## config.mk

```make
export PLATFORM = sky130hd
export DESIGN_NAME = anim_sequencer
export DESIGN_NICKNAME = d
export VERILOG_FILES = /design/src/rtl/anim_sequencer_pkg.sv /design/src/rtl/anim_channel.sv /design/src/rtl/anim_sequencer.sv
export SDC_FILE = /design/constraint.sdc
export NUM_CORES = 1
export LEC_CHECK = 0
export CORE_AREA = 2 2 145 218
export DETAILED_ROUTE_END_ITERATION = 10
export DIE_AREA = 0 0 147 220
export GPL_ROUTABILITY_DRIVEN = 1
export HOLD_SLACK_MARGIN = 0.15
export PLACE_DENSITY_LB_ADDON = 0.08
export SLEW_MARGIN = 20
export SYNTH_ARGS = -nofsm -noshare
export SYNTH_HDL_FRONTEND = slang
export SYNTH_SLANG_ARGS = --single-unit
export TNS_END_PERCENT = 20
```

## constraint.sdc

```tcl
create_clock -name clk_25 -period 4.36 [get_ports clk_25]
set_clock_uncertainty 0.2 [all_clocks]
set_input_delay 0.654 -clock clk_25 [delete_from_list [all_inputs] [get_ports clk_25]]
set_output_delay 0.654 -clock clk_25 [all_outputs]
set_load 0.02 [all_outputs]
```

## src/rtl/anim_sequencer_pkg.sv

```systemverilog
// Shared animation types and default sizing for the sprite animation sequencer.
package asteroids;

    typedef enum logic [1:0] {
        LOOP     = 2'd0,
        ONESHOT  = 2'd1,
        PINGPONG = 2'd2,
        HOLD     = 2'd3
    } anim_mode_t;

    localparam int ANIM_MAX_FRAMES = 16;
    localparam int ANIM_MAX_DIV    = 64;

endpackage

```

## src/rtl/anim_channel.sv

```systemverilog
// One animation channel: vsync prescaler, frame sequencing FSM and ROM base
// address multiply. All outputs are registered.
module anim_channel
    import asteroids::*;
#(
    parameter int MAX_FRAMES = ANIM_MAX_FRAMES,
    parameter int MAX_DIV    = ANIM_MAX_DIV,
    parameter int SIZE_W     = 12,
    parameter int BASE_W     = 16,
    localparam int FRAME_W   = $clog2(MAX_FRAMES),
    localparam int DIV_W     = $clog2(MAX_DIV)
) (
    input  logic               clk_25,
    input  logic               resetN,
    input  logic               vs_edge,
    input  logic               start,
    input  logic [DIV_W-1:0]   div,
    input  logic [FRAME_W:0]   num_frames,
    input  anim_mode_t         mode,
    input  logic [SIZE_W-1:0]  frame_size,
    output logic [FRAME_W-1:0] frame,
    output logic [BASE_W-1:0]  anim_base,
    output logic               step_pulse,
    output logic               done
);

    localparam logic [DIV_W-1:0]   DIV_ZERO = {DIV_W{1'b0}};
    localparam logic [DIV_W-1:0]   DIV_ONE  = DIV_W'(1);
    localparam logic [FRAME_W-1:0] F_ZERO   = {FRAME_W{1'b0}};
    localparam logic [FRAME_W-1:0] F_ONE    = FRAME_W'(1);
    localparam logic [FRAME_W:0]   NF_ZERO  = {(FRAME_W+1){1'b0}};
    localparam logic [FRAME_W:0]   NF_ONE   = (FRAME_W+1)'(1);
    localparam logic [FRAME_W:0]   NF_MAX   = (FRAME_W+1)'(MAX_FRAMES);

    logic [FRAME_W-1:0] frame_r;
    logic [BASE_W-1:0]  anim_base_r;
    logic               step_pulse_r;
    logic               done_r;
    logic               up_r;
    logic [DIV_W-1:0]   presc_r;

    logic [DIV_W-1:0]   reload_s;
    logic [FRAME_W:0]   n_eff_s;
    logic [FRAME_W:0]   last_s;
    logic [FRAME_W:0]   frame_ext_s;
    logic [FRAME_W-1:0] last_f_s;
    logic [BASE_W-1:0]  mul_a_s;
    logic [BASE_W-1:0]  mul_b_s;
    logic [BASE_W-1:0]  prod_s;

    // Effective divisor reload and clamped effective frame count
    always_comb begin
        if (div == DIV_ZERO) begin
            reload_s = DIV_ZERO;
        end else begin
            reload_s = div - DIV_ONE;
        end
        if (num_frames == NF_ZERO) begin
            n_eff_s = NF_ONE;
        end else if (num_frames > NF_MAX) begin
            n_eff_s = NF_MAX;
        end else begin
            n_eff_s = num_frames;
        end
    end

    assign last_s      = n_eff_s - NF_ONE;
    assign last_f_s    = last_s[FRAME_W-1:0];
    assign frame_ext_s = {1'b0, frame_r};

    // Operands are cut to BASE_W first; the low BASE_W bits of the product are unaffected
    assign mul_a_s = BASE_W'(frame_r);
    assign mul_b_s = BASE_W'(frame_size);
    assign prod_s  = mul_a_s * mul_b_s;

    // Prescaler, frame sequencing FSM and registered base address
    always_ff @(posedge clk_25 or negedge resetN) begin
        if (!resetN) begin
            frame_r      <= F_ZERO;
            anim_base_r  <= {BASE_W{1'b0}};
            step_pulse_r <= 1'b0;
            done_r       <= 1'b0;
            up_r         <= 1'b1;
            presc_r      <= DIV_ZERO;
        end else begin
            step_pulse_r <= 1'b0;
            anim_base_r  <= prod_s;
            if (start) begin
                frame_r <= F_ZERO;
                presc_r <= reload_s;
                up_r    <= 1'b1;
                done_r  <= 1'b0;
            end else if (vs_edge) begin
                if (presc_r == DIV_ZERO) begin
                    presc_r <= reload_s;
                    case (mode)
                        LOOP: begin
                            step_pulse_r <= 1'b1;
                            if (frame_ext_s >= last_s) begin
                                frame_r <= F_ZERO;
                            end else begin
                                frame_r <= frame_r + F_ONE;
                            end
                        end
                        ONESHOT: begin
                            // A shrunk sequence snaps back to its last frame
                            if (frame_ext_s > last_s) begin
                                frame_r      <= last_f_s;
                                done_r       <= 1'b1;
                                step_pulse_r <= 1'b1;
                            end else if (frame_ext_s == last_s) begin
                                done_r <= 1'b1;
                            end else if (!done_r) begin
                                frame_r      <= frame_r + F_ONE;
                                step_pulse_r <= 1'b1;
                                done_r       <= ((frame_ext_s + NF_ONE) == last_s);
                            end
                        end
                        PINGPONG: begin
                            step_pulse_r <= 1'b1;
                            if ((frame_ext_s > last_s) || (last_s == NF_ZERO)) begin
                                frame_r <= F_ZERO;
                                up_r    <= 1'b1;
                            end else if (up_r) begin
                                if (frame_ext_s == last_s) begin
                                    frame_r <= frame_r - F_ONE;
                                    up_r    <= 1'b0;
                                end else begin
                                    frame_r <= frame_r + F_ONE;
                                end
                            end else begin
                                if (frame_r == F_ZERO) begin
                                    frame_r <= F_ONE;
                                    up_r    <= 1'b1;
                                end else begin
                                    frame_r <= frame_r - F_ONE;
                                end
                            end
                        end
                        HOLD: begin
                            frame_r <= frame_r;
                        end
                        default: begin
                            frame_r <= frame_r;
                        end
                    endcase
                end else begin
                    presc_r <= presc_r - DIV_ONE;
                end
            end
        end
    end

    assign frame      = frame_r;
    assign anim_base  = anim_base_r;
    assign step_pulse = step_pulse_r;
    assign done       = done_r;

endmodule

```

## src/rtl/anim_sequencer.sv

```systemverilog
// Multi-channel sprite animation sequencer stepping frames on VGA vsync edges.
// Define ANIM_PAUSE_EN to add a global pause input that freezes all prescalers.
module anim_sequencer
    import asteroids::*;
#(
    parameter int CHANNELS   = 4,
    parameter int MAX_FRAMES = ANIM_MAX_FRAMES,
    parameter int MAX_DIV    = ANIM_MAX_DIV,
    parameter int SIZE_W     = 12,
    parameter int BASE_W     = 16,
    localparam int FRAME_W   = $clog2(MAX_FRAMES),
    localparam int DIV_W     = $clog2(MAX_DIV)
) (
    input  logic                               clk_25,
    input  logic                               resetN,
`ifdef ANIM_PAUSE_EN
    input  logic                               pause,
`endif
    input  logic                               vsync,
    input  logic [CHANNELS-1:0]                start,
    input  logic [CHANNELS-1:0][DIV_W-1:0]     div,
    input  logic [CHANNELS-1:0][FRAME_W:0]     num_frames,
    input  anim_mode_t [CHANNELS-1:0]          mode,
    input  logic [CHANNELS-1:0][SIZE_W-1:0]    frame_size,
    output logic [CHANNELS-1:0][FRAME_W-1:0]   frame,
    output logic [CHANNELS-1:0][BASE_W-1:0]    anim_base,
    output logic [CHANNELS-1:0]                step_pulse,
    output logic [CHANNELS-1:0]                done
);

    logic vsync_d_r;
    logic vs_edge_s;

    // Delayed vsync for rising-edge detection
    always_ff @(posedge clk_25 or negedge resetN) begin
        if (!resetN) begin
            vsync_d_r <= 1'b0;
        end else begin
            vsync_d_r <= vsync;
        end
    end

    // Shared edge strobe; pause masks it so prescalers keep their count
    always_comb begin
`ifdef ANIM_PAUSE_EN
        vs_edge_s = vsync & ~vsync_d_r & ~pause;
`else
        vs_edge_s = vsync & ~vsync_d_r;
`endif
    end

    for (genvar g = 0; g < CHANNELS; g++) begin : g_ch
        anim_channel #(
            .MAX_FRAMES (MAX_FRAMES),
            .MAX_DIV    (MAX_DIV),
            .SIZE_W     (SIZE_W),
            .BASE_W     (BASE_W)
        ) u_ch (
            .clk_25     (clk_25),
            .resetN     (resetN),
            .vs_edge    (vs_edge_s),
            .start      (start[g]),
            .div        (div[g]),
            .num_frames (num_frames[g]),
            .mode       (mode[g]),
            .frame_size (frame_size[g]),
            .frame      (frame[g]),
            .anim_base  (anim_base[g]),
            .step_pulse (step_pulse[g]),
            .done       (done[g])
        );
    end

endmodule

```

# Yosys cells after proc, flatten, opt, wreduce, memory -nomap -nowiden
# Index checks and enable logic that the tools add are counted.
[word_totals] register_bits=117 output_inout_bits=88 input_bits=107 rom_bits=0 word_cells=319 latch_bits=0 mem_count=0 mem_bits_rw=0
[op_classes] reduce_logical=60 n_lt_le_gt_ge=12 multipliers=4 muxes=160 bitwise_logic=2 n_eq_ne=32 addsub=24 div_mod_pow=0 shift=0
[op_table] operator="$mux 4" count=44
[op_table] operator="$mux 6" count=16
[op_table] operator="$mux 1" count=84
[op_table] operator="$mul 4x12->16" count=4
[op_table] operator="$logic_not 6->1" count=8
[op_table] operator="$pmux 4 s3" count=4
[op_table] operator="$sub 6x1->6 const B" count=8
[op_table] operator="$logic_not 5->1" count=8
[op_table] operator="$mux 5" count=8
[op_table] operator="$reduce_bool 2->1" count=16
[op_table] operator="$reduce_and 3->1" count=8
[op_table] operator="$add 4x1->5 const B" count=4
[op_table] operator="$eq 4x5->1" count=4
[op_table] operator="$eq 5x5->1" count=4
[op_table] operator="$ge 4x5->1" count=4
[op_table] operator="$gt 4x5->1" count=4
[op_table] operator="$gt 5x5->1 const B" count=4
[op_table] operator="$reduce_and 5->1" count=4
[op_table] operator="$sub 5x1->5 const B" count=4
[op_table] operator="$add 4x1->4 const B" count=4
[op_table] operator="$eq 2x2->1 const B" count=8
[op_table] operator="$logic_not 4->1" count=4
[op_table] operator="$ne 4x3->1 const B" count=4
[op_table] operator="$ne 4x4->1 const B" count=4
[op_table] operator="9 further kinds" count=30

# Longest topological paths before layout
[depth] ltp_word=12 depth_mapped=15 depth_no_buf=13

# Modules after synthesis
# Synthesis repeated with hierarchy kept, for this count alone.
[hier_totals] cells_unflattened=1573 hier_area_um2=13416.6
[modules_own_cells] mod="anim_channel at g_ch[3].u_ch" n_inst=1 area_per_inst_um2=3427.0 cells_each=410 seq_area_each_um2=726.9
[modules_own_cells] mod="anim_channel at g_ch[0].u_ch" n_inst=1 area_per_inst_um2=3335.7 cells_each=388 seq_area_each_um2=726.9
[modules_own_cells] mod="anim_channel at g_ch[1].u_ch" n_inst=1 area_per_inst_um2=3320.7 cells_each=388 seq_area_each_um2=726.9
[modules_own_cells] mod="anim_channel at g_ch[2].u_ch" n_inst=1 area_per_inst_um2=3294.4 cells_each=385 seq_area_each_um2=726.9
[modules_own_cells] mod="anim_sequencer" n_inst=1 area_per_inst_um2=38.8 cells_each=2 seq_area_each_um2=25.0

# Least setup slack after synthesis
# No wires, ideal clock.
[synth_path] path_type="reg2reg" startpoint="register g_ch[3].u_ch.frame_r[3]" endpoint="register g_ch[3].u_ch.anim_base_r[14]" synth_period_minus_slack_ps=4785 t_required_ps=4037 n_path_buf=3 setup_time_ps=123 path_stages_with_launch=16 t_arrival_ps=4463 setup_slack_ps=-425 cell_sequence="dfrtp_1 clkbuf_1 clkbuf_1 clkbuf_1 nand2_1 fa_1 fa_1 inv_1 fa_1 a21o_1 a21oi_1 o21ai_0 o41ai_1 o21bai_1 a311o_1 xor2_1"
[synth_between] elab_chain_cells=1
[synth_rtl] element="start, declared" line="anim_channel.sv:35" text="logic [FRAME_W-1:0] frame_r;"
[synth_rtl] element="start signal, assigned" line="anim_channel.sv:102" text="frame_r <= frame_r + F_ONE;"
[synth_rtl] element="start signal, assigned" line="anim_channel.sv:108" text="frame_r <= last_f_s;"
[synth_rtl] element="start signal, assigned" line="anim_channel.sv:114" text="frame_r <= frame_r + F_ONE;"
[synth_rtl] element="$mul 4x12->16" line="anim_channel.sv:74" text="assign prod_s = mul_a_s * mul_b_s;"
[synth_rtl] element="named net g_ch[3].u_ch.prod_s[14]" line="anim_channel.sv:49" text="logic [BASE_W-1:0] prod_s;"
[synth_rtl] element="end signal, assigned" line="anim_channel.sv:80" text="anim_base_r <= {BASE_W{1'b0}};"
[synth_rtl] element="end signal, assigned" line="anim_channel.sv:87" text="anim_base_r <= prod_s;"
[synth_rtl] element="end, declared" line="anim_channel.sv:36" text="logic [BASE_W-1:0] anim_base_r;"
# The timed path passes the listed nets, and every way through them passes these cells.
# A chain may end at the register's enable or synchronous reset.

# Final worst setup path
[layout_path] startpoint="input port frame_size[12] (netlist bit)" endpoint="register g_ch[1].u_ch.anim_base_r[14]"
[layout_between] elab_chain_cells=1
[layout_rtl] element="start, declared" line="anim_sequencer.sv:24" text="input logic [CHANNELS-1:0][SIZE_W-1:0] frame_size,"
[layout_rtl] element="$mul 4x12->16" line="anim_channel.sv:74"
[layout_rtl] element="named net g_ch[1].u_ch.prod_s[14]" line="anim_channel.sv:49"
[layout_rtl] element="end signal, assigned" line="anim_channel.sv:80"
[layout_rtl] element="end signal, assigned" line="anim_channel.sv:87"
[layout_rtl] element="end, declared" line="anim_channel.sv:36"
# The timed path passes the listed nets, and every way through them passes these cells.

==> metrics.csv <==
metric,value,unit
outcome,"finished, final reports clean",
synth_fp_nets,1840,
number_of_synthesized_flops_with_an_enable_pin,0,
rsz0062_at_grt,no,
rows,79,
syn-cell-area,12900,µm²
wire_length_of_the_first_global_routing_pass,55.6,mm
finalWirelength,33.8,mm
leakagePower,7.76,nW
fp.coreArea,30600,µm²
powerDensity,310,nW/µm²
place.gp.congestion,0.916,
critical_path_arrival,4.30,ns
slew_headroom,48.3,%
synth_top_area_cell,dfrtp_1,
worst_slew_pin_tran,0.766,ns
final.fill_count,2864,
final_antenna_net_count,0,
yosys-top-cells-area,"dfrtp_1 22%, ha_1 13%, fa_1 12%",
endpoint_kind,flop,
globalRouteOverflowTotal,0,
initial_core_util,42.1,%
grt_pass1_vias,11700,
worst_skew_pair.late_latency,0.44,ns
post-synth-top-count-cell,nand2_1,
met3_usage,4.76,%
ctsLongestPathBuffers,2,
place_area,15600,µm²
synth-main-ff-cell,dfrtp_1,
cts_max_level,4,
ff2ff_setup_slack,0.40,ns
fp.dieW,147,µm
cts_tree,done,
synth.yosys.warnings,0,
worst_ep_required_time,4.47,ns
grt.total_usage,21.2,%
netlist-cell-type-count,84,
layout.nets,2072,
worst_hold_check_slack,0.317,ns
crit_path_max_fanout,2,
remaining_drc_errors,0,
worst_ir_drop_vdd,0.283,mV
route.vias.total,11600,
synth_top_area_share,21.9,%
worstHoldPathCells,2,
avgViaCountPerCell,5.33,
portBuffers,194,
syn_inst,1517,
largest_net_degree_at_the_start_of_global_routing,52,
min_path_type,flop to flop,
postSynthRegisterBits,117,
timing.setup.critical_path_class,primary input to flop,
fmax,0.239,GHz
first_iter_violations,480,
most_frequent_cells_after_synthesis,"185 x nand2_1, 145 x inv_1, 136 x ha_1, 113 x dfrtp_1, 108 x nor2_1",
global_routing_s_busiest_layer,met2,
hpwlAfterDp,26.9,mm
grt_util_met1,22.5,%
drv_slew,0,
synthArstFlopShare,100,%
worst_setup_path_start_kind,primary input,
area_growth,26.5,%
floorplan.die_area,32300,µm²
layout_min_cycle_time,4.18,ns
globalRouteMet2Util,41.0,%
share_of_post_route_cells_with_drive_strength_above_1,8.23,%
syn_avg_cell_area,8.49,µm²
antenna_violations_before_repair,1,
max_cap_violations,0,
final_hold_viol_count,0,
setup_viol,0,
route.detailed.wl_per_inst,15.6,µm
cts.sinks,117,
dr.pass1.iters,5,
clockRootBuffer,clkbuf_16,
dieHeight,220,µm
reg2reg_depth,12,
final.period_utilization,95.9,%
cts_inserted_buffers,17,
fin_setup_tns,0,ns
ioPinCount,195,
synth.yosys.seq_area_share,22.8,%
utilization,53.2,%
clk_pin_slew_worst_paths,0.06,ns
final_cell_area,16300,µm²
## per-layer routing
| metal | up-vias | share of wire [%] |
|---|---|---|
| li1 | 5706 | - |
| met1 | 5560 | 39 |
| met2 | 228 | 54 |
| met3 | 55 | 4.5 |
| met4 | 2 | 2.3 |
| met5 | - | 0.035 |
## kinds of logic after synthesis
family / after synthesis / synth area share, %
mux: 11 / 0.874
fa+ha+maj: 223 / 26.2
compound gates: 358 / 19.0
simple gates: 527 / 19.6
flops: 117 / 22.8
xor+xnor: 81 / 5.51
buf+inv: 200 / 6.09
## sequential cells by signal (all words and copies together), names as in the netlist
name and count:
g_ch.u_ch.anim_base 64, g_ch.u_ch.up_r 4, g_ch.u_ch.done 4, g_ch.u_ch.frame 16, vsync_d_r 1, g_ch.u_ch.step_pulse 4
g_ch.u_ch.presc_r 24
## critical path, stage by stage
cell and delay [ns]:
clkdlybuf4s50_1 0.48, nand2_1 0.08, fa_1 0.52, fa_1 0.54, inv_1 0.07, fa_1 0.44, a21o_1 0.18, a21oi_2 0.18
o21ai_0 0.16, o41ai_2 0.35, o21bai_1 0.14, a311o_1 0.34, xor2_1 0.15
## cells in the final DEF, fill, tap and decap left out, drive strengths merged, types with 67 or more instances in the layout
| cell | synthesis | final |
|---|---|---|
| a21oi | 93 | 93 |
| and2 | 80 | 80 |
| buf | 13 | 74 |
| clkdlybuf4s50 | 0 | 193 |
| dfrtp | 113 | 113 |
| fa | 80 | 80 |
| ha | 136 | 136 |
| inv | 145 | 146 |
| nand2 | 185 | 185 |
| nor2 | 109 | 109 |
| o21ai | 67 | 67 |
## final cells by class
class | count | area, µm² | area share [%]
Antenna cell | 1 | 2.50 | 0.0153
Clock buffer | 20 | 457 | 2.80
Clock inverter | 12 | 176 | 1.08
Inverter | 145 | 544 | 3.34
Multi-Input combinational cell | 1200 | 9190 | 56.4
Sequential cell | 117 | 2930 | 18.0
Tap cell | 405 | 507 | 3.11
Timing Repair Buffer | 268 | 2500 | 15.3
## final timing paths
path	startpoint	to
min reg2reg	g_ch[1].u_ch.presc_r[4]$_DFFE_PN0P_	g_ch[1].u_ch.presc_r[4]$_DFFE_PN0P_
min	g_ch[1].u_ch.presc_r[4]$_DFFE_PN0P_	g_ch[1].u_ch.presc_r[4]$_DFFE_PN0P_
min in group asynchronous	resetN	g_ch[3].u_ch.anim_base[5]$_DFF_PN0_
max reg2reg	g_ch[0].u_ch.frame[3]$_DFFE_PN0P_	g_ch[0].u_ch.anim_base[14]$_DFF_PN0_
max	frame_size[12]	g_ch[1].u_ch.anim_base[14]$_DFF_PN0_
max in group asynchronous	resetN	g_ch[2].u_ch.up_r$_DFFE_PN1P_
## where the power goes
group,total (mW),internal (mW),switching [mW],leakage (nW)
Combinational,2.08,0.929,1.15,5.94
Sequential,1.44,1.29,0.144,1.53
Clock,1.54,0.985,0.554,0.295
## stage by stage
| step | setup WS (ns) | total power [mW] | cells |
|---|---|---|---|
| after detailed placement | -0.292 | 3.53 | 2133 |
| final | 0.177 | 5.05 | 2168 |
| after global placement | -0.222 | 3.51 | 2133 |
| after global routing | 0.0109 | 5.40 | 2167 |
| after CTS | 0.166 | 5.12 | 2166 |
| after floorplan | -0.0764 | 2.71 | 1517 |
## timing repair
action,in CTS,in global routing
gates resized for setup,0,1
hold buffers,1,0
buffers inserted,0,1
setup endpoints to repair,0,1
hold endpoints to repair,48,0
Note: power is estimated with default switching activity, not from simulation.
